### config.mk
export PLATFORM = sky130hd
export DESIGN_NAME = axi_lite_regif_flat
export DESIGN_NICKNAME = d
export VERILOG_FILES = /design/src/rtl/axi_lite_regif_if.sv /design/src/rtl/axi_lite_regif.sv /design/src/flat_wrapper.sv
export SDC_FILE = /design/constraint.sdc
export NUM_CORES = 1
export LEC_CHECK = 0
export BUFFER_PORTS_ARGS = -buffer_cell sky130_fd_sc_hd__buf_2
export CORE_AREA = 2 2 104 106
export CTS_CLUSTER_SIZE = 16
export DETAILED_ROUTE_END_ITERATION = 16
export DIE_AREA = 0 0 106 108
export PLACE_DENSITY = 0.76
export SKIP_CTS_REPAIR_TIMING = 1
export SYNTH_ARGS = -nofsm -noshare
export SYNTH_HDL_FRONTEND = slang
export SYNTH_SLANG_ARGS = --single-unit
### constraint.sdc
create_clock -name clk -period 2.05 [get_ports clk]
set_input_delay 0.205 -clock clk [delete_from_list [all_inputs] [get_ports clk]]
set_output_delay 0.205 -clock clk [all_outputs]
set_load 0.02 [all_outputs]
### src/rtl/axi_lite_regif_if.sv
// Bus bundle for axi_lite_regif: AXI-Lite write/read channels plus the user register port.
// The slave modport is the register interface block; master is the AXI host and register-file side.
interface axi_lite_regif_if #(
    parameter int ADDR_WIDTH   = 16,
    parameter int DATA_WIDTH   = 32,
    parameter int STROBE_WIDTH = DATA_WIDTH / 8
);
    logic                    i_awvalid;
    logic                    o_awready;
    logic [ADDR_WIDTH-1:0]   i_awaddr;
    logic                    i_wvalid;
    logic                    o_wready;
    logic [DATA_WIDTH-1:0]   i_wdata;
    logic [STROBE_WIDTH-1:0] i_wstrb;
    logic                    o_bvalid;
    logic                    i_bready;
    logic [1:0]              o_bresp;

    logic                    i_arvalid;
    logic                    o_arready;
    logic [ADDR_WIDTH-1:0]   i_araddr;
    logic                    o_rvalid;
    logic                    i_rready;
    logic [DATA_WIDTH-1:0]   o_rdata;
    logic [1:0]              o_rresp;

    logic [ADDR_WIDTH-1:0]   o_reg_address;
    logic                    o_reg_wr_req;
    logic [DATA_WIDTH-1:0]   o_reg_wr_data;
    logic [STROBE_WIDTH-1:0] o_reg_wr_strb;
    logic                    i_reg_wr_ack_stb;
    logic                    o_reg_rd_req;
    logic                    i_reg_rd_ack_stb;
    logic [DATA_WIDTH-1:0]   i_reg_rd_data;
    logic                    i_reg_invalid_addr;

    modport slave (
        input  i_awvalid, i_awaddr, i_wvalid, i_wdata, i_wstrb, i_bready,
        input  i_arvalid, i_araddr, i_rready,
        input  i_reg_wr_ack_stb, i_reg_rd_ack_stb, i_reg_rd_data, i_reg_invalid_addr,
        output o_awready, o_wready, o_bvalid, o_bresp,
        output o_arready, o_rvalid, o_rdata, o_rresp,
        output o_reg_address, o_reg_wr_req, o_reg_wr_data, o_reg_wr_strb, o_reg_rd_req
    );

    modport master (
        output i_awvalid, i_awaddr, i_wvalid, i_wdata, i_wstrb, i_bready,
        output i_arvalid, i_araddr, i_rready,
        output i_reg_wr_ack_stb, i_reg_rd_ack_stb, i_reg_rd_data, i_reg_invalid_addr,
        input  o_awready, o_wready, o_bvalid, o_bresp,
        input  o_arready, o_rvalid, o_rdata, o_rresp,
        input  o_reg_address, o_reg_wr_req, o_reg_wr_data, o_reg_wr_strb, o_reg_rd_req
    );
endinterface

### src/rtl/axi_lite_regif.sv
// AXI-Lite slave that forwards one transaction at a time to a strobe-acknowledged user register port,
// with fair read/write arbitration and an optional user-ack timeout.
module axi_lite_regif #(
    parameter int ADDR_WIDTH   = 16,
    parameter int DATA_WIDTH   = 32,
    parameter int STROBE_WIDTH = DATA_WIDTH / 8,
    parameter int TIMEOUT      = 256
) (
    input  logic            clk,
    input  logic            rst_n,
    axi_lite_regif_if.slave bus
);
    localparam int CNT_WIDTH = (TIMEOUT > 0) ? $clog2(TIMEOUT + 1) : 1;
    localparam logic [CNT_WIDTH-1:0] CNT_LAST = (TIMEOUT > 0) ? CNT_WIDTH'(TIMEOUT - 1) : '0;
    localparam logic [1:0] RESP_OKAY   = 2'b00;
    localparam logic [1:0] RESP_SLVERR = 2'b10;
    localparam logic [1:0] RESP_DECERR = 2'b11;

    typedef enum logic [2:0] {
        IDLE,
        WR_COLLECT,
        WR_USER,
        WR_RESP,
        RD_USER,
        RD_RESP
    } state_t;

    state_t                  state;
    state_t                  state_next;
    logic                    aw_got;
    logic                    w_got;
    logic                    prio_read;
    logic [CNT_WIDTH-1:0]    cnt;
    logic [ADDR_WIDTH-1:0]   addr;
    logic [DATA_WIDTH-1:0]   wdata;
    logic [STROBE_WIDTH-1:0] wstrb;
    logic [DATA_WIDTH-1:0]   rdata;
    logic [1:0]              bresp;
    logic [1:0]              rresp;

    logic rd_grant;
    logic awready;
    logic wready;
    logic arready;
    logic aw_hs;
    logic w_hs;
    logic ar_hs;
    logic wr_ack;
    logic rd_ack;
    logic timeout;

    // Readies are forced low during reset so a host cannot handshake into a block that is being cleared.
    always_comb begin
        rd_grant = bus.i_arvalid && (!(bus.i_awvalid || bus.i_wvalid) || prio_read);
        arready  = rst_n && (state == IDLE) && rd_grant;
        awready  = rst_n && (((state == IDLE) && !rd_grant) || ((state == WR_COLLECT) && !aw_got));
        wready   = rst_n && (((state == IDLE) && !rd_grant) || ((state == WR_COLLECT) && !w_got));
        aw_hs    = bus.i_awvalid && awready;
        w_hs     = bus.i_wvalid && wready;
        ar_hs    = bus.i_arvalid && arready;
        wr_ack   = (state == WR_USER) && bus.i_reg_wr_ack_stb;
        rd_ack   = (state == RD_USER) && bus.i_reg_rd_ack_stb;
        timeout  = (TIMEOUT > 0) && (cnt == CNT_LAST);
    end

    always_ff @(posedge clk or negedge rst_n) begin
        if (!rst_n) begin
            state <= IDLE;
        end else begin
            state <= state_next;
        end
    end

    always_comb begin
        state_next = state;
        case (state)
            IDLE: begin
                if (ar_hs) begin
                    state_next = RD_USER;
                end else if (aw_hs && w_hs) begin
                    state_next = WR_USER;
                end else if (aw_hs || w_hs) begin
                    state_next = WR_COLLECT;
                end
            end
            WR_COLLECT: begin
                if ((aw_got || aw_hs) && (w_got || w_hs)) begin
                    state_next = WR_USER;
                end
            end
            WR_USER: begin
                if (wr_ack || timeout) begin
                    state_next = WR_RESP;
                end
            end
            WR_RESP: begin
                if (bus.i_bready) begin
                    state_next = IDLE;
                end
            end
            RD_USER: begin
                if (rd_ack || timeout) begin
                    state_next = RD_RESP;
                end
            end
            RD_RESP: begin
                if (bus.i_rready) begin
                    state_next = IDLE;
                end
            end
            default: state_next = IDLE;
        endcase
    end

    // Datapath: beat capture, ack-wait counter, response registers and arbitration priority.
    always_ff @(posedge clk or negedge rst_n) begin
        if (!rst_n) begin
            aw_got    <= 1'b0;
            w_got     <= 1'b0;
            prio_read <= 1'b0;
            cnt       <= '0;
            addr      <= '0;
            wdata     <= '0;
            wstrb     <= '0;
            rdata     <= '0;
            bresp     <= RESP_OKAY;
            rresp     <= RESP_OKAY;
        end else begin
            if (ar_hs) begin
                addr <= bus.i_araddr;
            end
            if (aw_hs) begin
                addr <= bus.i_awaddr;
            end
            if (w_hs) begin
                wdata <= bus.i_wdata;
                wstrb <= bus.i_wstrb;
            end

            if (state_next == WR_COLLECT) begin
                aw_got <= aw_got || aw_hs;
                w_got  <= w_got || w_hs;
            end else begin
                aw_got <= 1'b0;
                w_got  <= 1'b0;
            end

            if (((state == WR_USER) || (state == RD_USER)) && (state_next == state)) begin
                cnt <= cnt + CNT_WIDTH'(1);
            end else begin
                cnt <= '0;
            end

            // An ack in the same cycle as the timeout wins, so it is tested first.
            if (wr_ack) begin
                bresp <= bus.i_reg_invalid_addr ? RESP_DECERR : RESP_OKAY;
            end else if ((state == WR_USER) && timeout) begin
                bresp <= RESP_SLVERR;
            end

            if (rd_ack) begin
                rdata <= bus.i_reg_rd_data;
                rresp <= bus.i_reg_invalid_addr ? RESP_DECERR : RESP_OKAY;
            end else if ((state == RD_USER) && timeout) begin
                rdata <= '0;
                rresp <= RESP_SLVERR;
            end

            if ((state == WR_RESP) && bus.i_bready) begin
                prio_read <= 1'b1;
            end else if ((state == RD_RESP) && bus.i_rready) begin
                prio_read <= 1'b0;
            end
        end
    end

    assign bus.o_awready     = awready;
    assign bus.o_wready      = wready;
    assign bus.o_arready     = arready;
    assign bus.o_bvalid      = (state == WR_RESP);
    assign bus.o_bresp       = bresp;
    assign bus.o_rvalid      = (state == RD_RESP);
    assign bus.o_rdata       = rdata;
    assign bus.o_rresp       = rresp;
    assign bus.o_reg_address = addr;
    assign bus.o_reg_wr_req  = (state == WR_USER);
    assign bus.o_reg_wr_data = wdata;
    assign bus.o_reg_wr_strb = wstrb;
    assign bus.o_reg_rd_req  = (state == RD_USER);
endmodule

### src/flat_wrapper.sv
// flat-port wrapper written by rule: the top's interface ports become plain ports
module axi_lite_regif_flat 
#(
    parameter int ADDR_WIDTH   = 16,
    parameter int DATA_WIDTH   = 32,
    parameter int STROBE_WIDTH = DATA_WIDTH / 8,
    parameter int TIMEOUT      = 256
)
  (clk, rst_n, bus_i_awvalid, bus_i_awaddr, bus_i_wvalid, bus_i_wdata, bus_i_wstrb, bus_i_bready, bus_i_arvalid, bus_i_araddr, bus_i_rready, bus_i_reg_wr_ack_stb, bus_i_reg_rd_ack_stb, bus_i_reg_rd_data, bus_i_reg_invalid_addr, bus_o_awready, bus_o_wready, bus_o_bvalid, bus_o_bresp, bus_o_arready, bus_o_rvalid, bus_o_rdata, bus_o_rresp, bus_o_reg_address, bus_o_reg_wr_req, bus_o_reg_wr_data, bus_o_reg_wr_strb, bus_o_reg_rd_req);
  axi_lite_regif_if #(.ADDR_WIDTH(ADDR_WIDTH), .DATA_WIDTH(DATA_WIDTH), .STROBE_WIDTH(STROBE_WIDTH)) bus_i ();
  input  logic clk;
  input  logic rst_n;
  input wire logic [$bits(bus_i.i_awvalid)-1:0] bus_i_awvalid;
  input wire logic [$bits(bus_i.i_awaddr)-1:0] bus_i_awaddr;
  input wire logic [$bits(bus_i.i_wvalid)-1:0] bus_i_wvalid;
  input wire logic [$bits(bus_i.i_wdata)-1:0] bus_i_wdata;
  input wire logic [$bits(bus_i.i_wstrb)-1:0] bus_i_wstrb;
  input wire logic [$bits(bus_i.i_bready)-1:0] bus_i_bready;
  input wire logic [$bits(bus_i.i_arvalid)-1:0] bus_i_arvalid;
  input wire logic [$bits(bus_i.i_araddr)-1:0] bus_i_araddr;
  input wire logic [$bits(bus_i.i_rready)-1:0] bus_i_rready;
  input wire logic [$bits(bus_i.i_reg_wr_ack_stb)-1:0] bus_i_reg_wr_ack_stb;
  input wire logic [$bits(bus_i.i_reg_rd_ack_stb)-1:0] bus_i_reg_rd_ack_stb;
  input wire logic [$bits(bus_i.i_reg_rd_data)-1:0] bus_i_reg_rd_data;
  input wire logic [$bits(bus_i.i_reg_invalid_addr)-1:0] bus_i_reg_invalid_addr;
  output wire logic [$bits(bus_i.o_awready)-1:0] bus_o_awready;
  output wire logic [$bits(bus_i.o_wready)-1:0] bus_o_wready;
  output wire logic [$bits(bus_i.o_bvalid)-1:0] bus_o_bvalid;
  output wire logic [$bits(bus_i.o_bresp)-1:0] bus_o_bresp;
  output wire logic [$bits(bus_i.o_arready)-1:0] bus_o_arready;
  output wire logic [$bits(bus_i.o_rvalid)-1:0] bus_o_rvalid;
  output wire logic [$bits(bus_i.o_rdata)-1:0] bus_o_rdata;
  output wire logic [$bits(bus_i.o_rresp)-1:0] bus_o_rresp;
  output wire logic [$bits(bus_i.o_reg_address)-1:0] bus_o_reg_address;
  output wire logic [$bits(bus_i.o_reg_wr_req)-1:0] bus_o_reg_wr_req;
  output wire logic [$bits(bus_i.o_reg_wr_data)-1:0] bus_o_reg_wr_data;
  output wire logic [$bits(bus_i.o_reg_wr_strb)-1:0] bus_o_reg_wr_strb;
  output wire logic [$bits(bus_i.o_reg_rd_req)-1:0] bus_o_reg_rd_req;
  assign bus_i.i_awvalid = bus_i_awvalid;
  assign bus_i.i_awaddr = bus_i_awaddr;
  assign bus_i.i_wvalid = bus_i_wvalid;
  assign bus_i.i_wdata = bus_i_wdata;
  assign bus_i.i_wstrb = bus_i_wstrb;
  assign bus_i.i_bready = bus_i_bready;
  assign bus_i.i_arvalid = bus_i_arvalid;
  assign bus_i.i_araddr = bus_i_araddr;
  assign bus_i.i_rready = bus_i_rready;
  assign bus_i.i_reg_wr_ack_stb = bus_i_reg_wr_ack_stb;
  assign bus_i.i_reg_rd_ack_stb = bus_i_reg_rd_ack_stb;
  assign bus_i.i_reg_rd_data = bus_i_reg_rd_data;
  assign bus_i.i_reg_invalid_addr = bus_i_reg_invalid_addr;
  assign bus_o_awready = bus_i.o_awready;
  assign bus_o_wready = bus_i.o_wready;
  assign bus_o_bvalid = bus_i.o_bvalid;
  assign bus_o_bresp = bus_i.o_bresp;
  assign bus_o_arready = bus_i.o_arready;
  assign bus_o_rvalid = bus_i.o_rvalid;
  assign bus_o_rdata = bus_i.o_rdata;
  assign bus_o_rresp = bus_i.o_rresp;
  assign bus_o_reg_address = bus_i.o_reg_address;
  assign bus_o_reg_wr_req = bus_i.o_reg_wr_req;
  assign bus_o_reg_wr_data = bus_i.o_reg_wr_data;
  assign bus_o_reg_wr_strb = bus_i.o_reg_wr_strb;
  assign bus_o_reg_rd_req = bus_i.o_reg_rd_req;
  axi_lite_regif #(.ADDR_WIDTH(ADDR_WIDTH), .DATA_WIDTH(DATA_WIDTH), .STROBE_WIDTH(STROBE_WIDTH), .TIMEOUT(TIMEOUT)) u_core (.clk(clk), .rst_n(rst_n), .bus(bus_i));
endmodule
==> flow_metrics.tcl, run 1 <==
set metrics [dict create \
    outcome "finished, final reports clean" \
    power_leakage_nw 2.97 \
    drive_gt1_share_pct 52.2 \
    dieHeight_um 108 \
    timing.reg2reg.worst_path_depth 6 \
    relSlewSlack_pct 40.3 \
    clockRootBuffer "clkbuf_8" \
    min_from "bus_i_reg_rd_data[20]" \
    areaGrowthSynthToFinish_pct 34.0 \
    vias 3365 \
    power_mw 8.70 \
    clock_skew_ns 0.0188 \
    ys_types 39 \
    antenna_found_initial 0 \
    cts_buffer_depth 2 \
    reg2reg_to "u_core.state[0]$_DFF_PN0_" \
    firstDrtPassIters 4 \
    clk_latency_ns 0.36 \
    cap_violations 0 \
    cp_max_fo 18 \
    die_area_um2 11400 \
    synth_top_area_cell "dfrtp_1" \
    grt_pass1_vias 3378 \
    cts_buffers 9 \
    drv_slew 0 \
    grt_pass1_wl_mm 16.4 \
    finalSetupTns_ns 0 \
    vias_per_cell 5.06 \
    io_buffers 204 \
    boundaryPins 205 \
    yosysSeqAreaShare_pct 60.4 \
    rows 37 \
    min_path_cells 2 \
    synth_top_area_share_pct 60.4 \
    netlist_instances 314 \
    dpl.hpwl_mm 7.54 \
    power_density_nw_per_um2 1520 \
    hold_class "input port to flip-flop" \
    fin_crit_ns 1.97 \
    worstPathArrival_ns 1.76 \
    cts_htree_levels 3 \
    hold_viol_final 0 \
    finalNetCount 636 \
    syn_area_um2 4270 \
    required_ns 1.85 \
    wl_per_cell_um 15.6 \
    antenna_cells 0 \
    synth_ff_type "dfrtp_1" \
    drt_iter0_markers 249 \
    ff2ff_setup_slack_ns 0.12 \
    multi_input_area_um2 1580 \
    wl_mm 10.4 \
    drtAntennaViolNets 0 \
    yosys_warnings 0 \
    fill_cells 863 \
    regArea_um2 2580 \
    max_slew.worst_pin.slew_ns 0.896 \
    grt_overflow 0 \
    clock_sinks 103 \
    start_kind "flip-flop" \
    finalSetupViolCount 0 \
    cts_tree "yes" \
    drc_errors 0 \
    synth.area.top_cells "dfrtp_1 (60%), mux2_4 (11%), a22o_1 (6.8%)" \
    synth_edf_count 0 \
    ys_ff_latch 103 \
    vdd_drop_max_mv 1.03 \
    r2r-start "u_core.cnt[0]$_DFF_PN0_" \
    path_class "flip-flop to output port" \
    period_share_pct 96.0 \
    fmax_mhz 508 \
    grt_max_degree 74 \
    min_to "u_core.bus.o_rdata[20]$_DFFE_PN0P_" \
    syn_nets 426 \
    start_util_pct 41.7 \
    track_usage_pct 17.9 \
    async_reset_ff_share_pct 100 \
    cts.clk_slew.worst_paths_ns 0.11 \
    cp-end-kind "output port" \
    place_congestion 0.806 \
    syn_avg_cell_area_um2 13.6 \
    die_w_um 106 \
    design.core.area_um2 10200 \
]
## synth_stat cells (all sizes together), types with 2 or more instances
| cell type | n |
|---|---|
| dfrtp | 103 |
| mux2 | 36 |
| a22o | 33 |
| nor2 | 19 |
| o22ai | 17 |
| a2bb2oi | 16 |
| clkbuf | 11 |
| a21oi | 8 |
| nand2 | 8 |
| nand3 | 8 |
| buf | 7 |
| inv | 7 |
| xor2 | 6 |
| o21ai | 5 |
| and3 | 3 |
| nor2b | 3 |
| a31oi | 2 |
| and2 | 2 |
| and4 | 2 |
| ha | 2 |
| nand2b | 2 |
| nor3b | 2 |
| o21a | 2 |
## sequential cells by signal (all words and copies together), names as in the netlist
name,cells
u_core.bus.o_rresp,2
u_core.state,3
u_core.bus.o_reg_wr_data,32
u_core.bus.o_rdata,32
u_core.cnt,9
u_core.aw_got,1
u_core.bus.o_reg_address,16
u_core.bus.o_bresp,2
u_core.w_got,1
u_core.bus.o_reg_wr_strb,4
u_core.prio_read,1
## final cells by class
class	instances	area share, %
Inverter	7	0.460
Sequential cell	103	45.1
Clock inverter	6	0.897
Multi-Input combinational cell	186	27.7
Clock buffer	10	2.41
Timing Repair Buffer	217	20.4
Tap cell	136	2.98
## where the power goes
part	total, mW	internal [mW]	switching [mW]
Combinational	4.04	1.80	2.23
Sequential	3.46	2.92	0.538
Clock	1.21	0.490	0.718
Total	8.70	5.21	3.49
## critical path, stage by stage, from the launching register on
cell	delay [ns]
dfrtp_2	0.48
nor3b_4	0.29
buf_6	0.23
nand2_1	0.09
a21oi_1	0.13
buf_2	0.19
## worst max-delay path by stage
stage | start | to | slack [ns] | cells past startpoint
after detailed placement | u_core.cnt[0]$_DFF_PN0_ | u_core.state[0]$_DFF_PN0_ | 0.14 | 6
after global routing | u_core.state[1]$_DFF_PN0_ | bus_o_wready | -0.008 | 5
after global placement | u_core.cnt[0]$_DFF_PN0_ | u_core.state[0]$_DFF_PN0_ | 0.17 | 6
final | u_core.state[1]$_DFF_PN0_ | bus_o_awready | 0.08 | 5
after floorplan | u_core.cnt[0]$_DFF_PN0_ | u_core.bus.o_rresp[1]$_DFFE_PN0P_ | 0.16 | 6
after CTS | u_core.state[1]$_DFF_PN0_ | bus_o_awready | -0.14 | 5
## layer usage
metal / track usage (%) / part of all wire (%) / vias up
met4: 5.64 / 1.1 / 0
li1: - / - / 1584
met3: 3.38 / 5.6 / 11
met5: 0 / 0 / -
met1: 23.1 / 44 / 1634
met2: 30.9 / 50 / 136
## layout by cell type (no fill, tap or decap), types with 3 or more instances in the layout
cell type,synthesis,routed
a2bb2oi_1,16,16
mux2_2,6,6
nand3_1,8,8
o22ai_1,17,17
dfrtp_1,103,101
buf_4,0,8
o21ai_0,3,3
nor2_1,19,19
xor2_1,6,6
inv_1,7,7
a22o_1,33,33
mux2_4,30,30
clkinvlp_4,0,3
and3_1,3,3
clkbuf_8,0,10
buf_2,4,203
nand2_1,8,8
buf_12,0,3
nor2b_1,3,3
a21oi_1,7,7
## kinds of logic (layout without fill, tap and decap cells)
group	count (synthesis)	in the layout	share of synthesized area (%)
flip-flops	103	103	60.4
AO/OA/AOI/OAI	89	89	16.5
AND/OR/NAND/NOR	52	52	6.10
multiplexers	36	36	12.1
buffers and inverters	25	240	2.84
XOR/XNOR	7	7	1.44
adder cells (fa/ha/maj)	2	2	0.586
## stage by stage
| stage | instance area (µm²) | setup slack [ns] | hold WS [ns] | util [%] | cells |
|---|---|---|---|---|---|
| after floorplan | 4270 | 0.161 | -0.0906 | - | 314 |
| after global placement | 5480 | 0.170 | 0.0308 | 53.6 | 646 |
| after detailed placement | 5480 | 0.142 | 0.0308 | 53.6 | 646 |
| after CTS | 5670 | -0.140 | -0.371 | 55.4 | 662 |
| after global routing | 5720 | -0.00762 | 0.0240 | 55.9 | 665 |
| final | 5720 | 0.0818 | 0.0471 | 55.9 | 665 |
No activity file was read; power rests on OpenSTA's default activity.
==> run 2: changes to the inputs <==
CELL_PAD_IN_SITES_DETAIL_PLACEMENT = 1   (was unset)
CELL_PAD_IN_SITES_GLOBAL_PLACEMENT = 1   (was unset)
CORE_AREA = 2 2 119 121   (was 2 2 104 106)
DIE_AREA = 0 0 121 123   (was 0 0 106 108)
PLACE_DENSITY = unset   (was 0.76)
PLACE_DENSITY_LB_ADDON = 0.1   (was unset)
==> flow_metrics.tcl, run 2 (synthesized netlist as in run 1, its figures left out) <==
set metrics [dict create \
    outcome "finished, final reports clean" \
    vdd_drop_max_mv 0.643 \
    start_util_pct 31.3 \
    r2r-start "u_core.cnt[4]$_DFF_PN0_" \
    drive_gt1_share_pct 51.8 \
    relSlewSlack_pct 35.7 \
    cp_max_fo 4 \
    fmax_mhz 518 \
    crit_top_cell "and4_1" \
    rows 43 \
    cts_htree_levels 3 \
    path_class "flip-flop to flip-flop" \
    wl_mm 11.9 \
    track_usage_pct 16.0 \
    hold_class "input port to flip-flop" \
    finalSetupViolCount 0 \
    period_share_pct 94.2 \
    die_area_um2 14900 \
    fin_crit_ns 1.93 \
    wl_per_cell_um 16.8 \
    io_buffers 204 \
    vias_per_cell 4.83 \
    antenna_cells 0 \
    power_density_nw_per_um2 1570 \
    drtAntennaViolNets 0 \
    finalSetupTns_ns 0 \
    cap_violations 0 \
    critical_path.top_delay_family "simple AND/OR/NAND/NOR gates" \
    worstPathCellList "and4_1, and4_1, ha_1, nor3_1, nor2_1, or4_1" \
    clockRootBuffer "clkbuf_16" \
    cts_buffer_depth 2 \
    crit_slowest_cell "or4_1" \
    worstPathArrival_ns 2.15 \
    timing.critical_path.from "u_core.cnt[4]$_DFF_PN0_" \
    most-common-layout-cells "buf_2 (203), dfrtp_1 (102), a22o_1 (33), mux2_4 (30), nor2_1 (19)" \
    antenna_found_initial 0 \
    cts_tree "yes" \
    worst-path-buf-inv 0 \
    drc_errors 0 \
    clock_sinks 103 \
    dp_cells 691 \
    boundaryPins 205 \
    firstDrtPassIters 4 \
    drv_slew 0 \
    grt_pass1_wl_mm 18.5 \
    drt_iter0_markers 107 \
    place_congestion 0.772 \
    finalNetCount 634 \
    vias 3417 \
    dieHeight_um 123 \
    clk_latency_ns 0.35 \
    power_leakage_nw 3.02 \
    design.core.area_um2 13600 \
    hold_viol_final 0 \
    cts.clk_slew.worst_paths_ns 0.07 \
    rsz0062_at_grt "no" \
    die_w_um 121 \
    cp-end-kind "flip-flop" \
    max_slew.worst_pin.slew_ns 0.965 \
    fill_cells 1498 \
    grt_overflow 0 \
    layout_commonest_cell "buf_2" \
    grt_pass1_vias 3541 \
    start_kind "flip-flop" \
    areaGrowthSynthToFinish_pct 37.2 \
    dpl.hpwl_mm 8.49 \
    required_ns 2.26 \
    grt_max_degree 76 \
    clock_skew_ns 0.00928 \
    cpPeakStageDelay_ns 0.50 \
    final_cells 707 \
    min_from "bus_i_reg_rd_data[25]" \
    cts_buffers 9 \
]
## run 2: routing by layer
metal  routed length (µm)  GRT usage, %  up-vias
met1                 5160          20.8     1710
met3                  983          5.07        9
met4                  165          6.32        0
li1                     -             -     1572
met5                    0             0        -
met2                 5570          25.1      126
## run 2: layout make-up
type | count | area [µm²] | share of cell area [%]
multi-input combinational | 186 | 1580 | 26.9
tap | 180 | 225 | 3.85
inverter | 7 | 26.3 | 0.449
clock inverter | 5 | 40.0 | 0.684
timing repair buffer | 215 | 1150 | 19.7
sequential | 103 | 2580 | 44.1
clock buffer | 11 | 253 | 4.32
## run 2: report_power, final
group          internal (mW)  switching (mW)
Sequential              2.92           0.533
Combinational           1.78            2.26
Clock                  0.902           0.783
Total                   5.61            3.57
## run 2: path summary, 6_finish.rpt
path	depth (start not counted)	endpoint	slack (ns)
worst max-delay path	6	u_core.state[0]$_DFF_PN0_	0.12
worst min-delay path	2	u_core.bus.o_rdata[25]$_DFFE_PN0P_	0.07
worst max register to register	6	u_core.state[0]$_DFF_PN0_	0.12
worst min register to register	1	u_core.bus.o_rdata[23]$_DFFE_PN0P_	0.50
max in group asynchronous	3	u_core.bus.o_reg_address[13]$_DFFE_PN0P_	1.18
min in group asynchronous	2	u_core.bus.o_bresp[1]$_DFFE_PN0P_	0.17
## run 2: metrics by stage
| step | area (µm²) | setup WS (ns) | power, mW | utilization (%) | hold slack (ns) |
|---|---|---|---|---|---|
| 2_1_floorplan | 4270 | 0.161 | 6.07 | - | -0.0906 |
| 3_3_place_gp | 5540 | 0.145 | 7.50 | 40.7 | 0.0271 |
| 3_5_place_dp | 5540 | 0.0967 | 7.57 | 40.7 | 0.0280 |
| 4_1_cts | 5840 | -0.0462 | 9.32 | 42.9 | -0.352 |
| 5_1_grt | 5850 | 0.0143 | 9.77 | 43.0 | 0.0654 |
| 6_report | 5850 | 0.118 | 9.18 | 43.0 | 0.0689 |
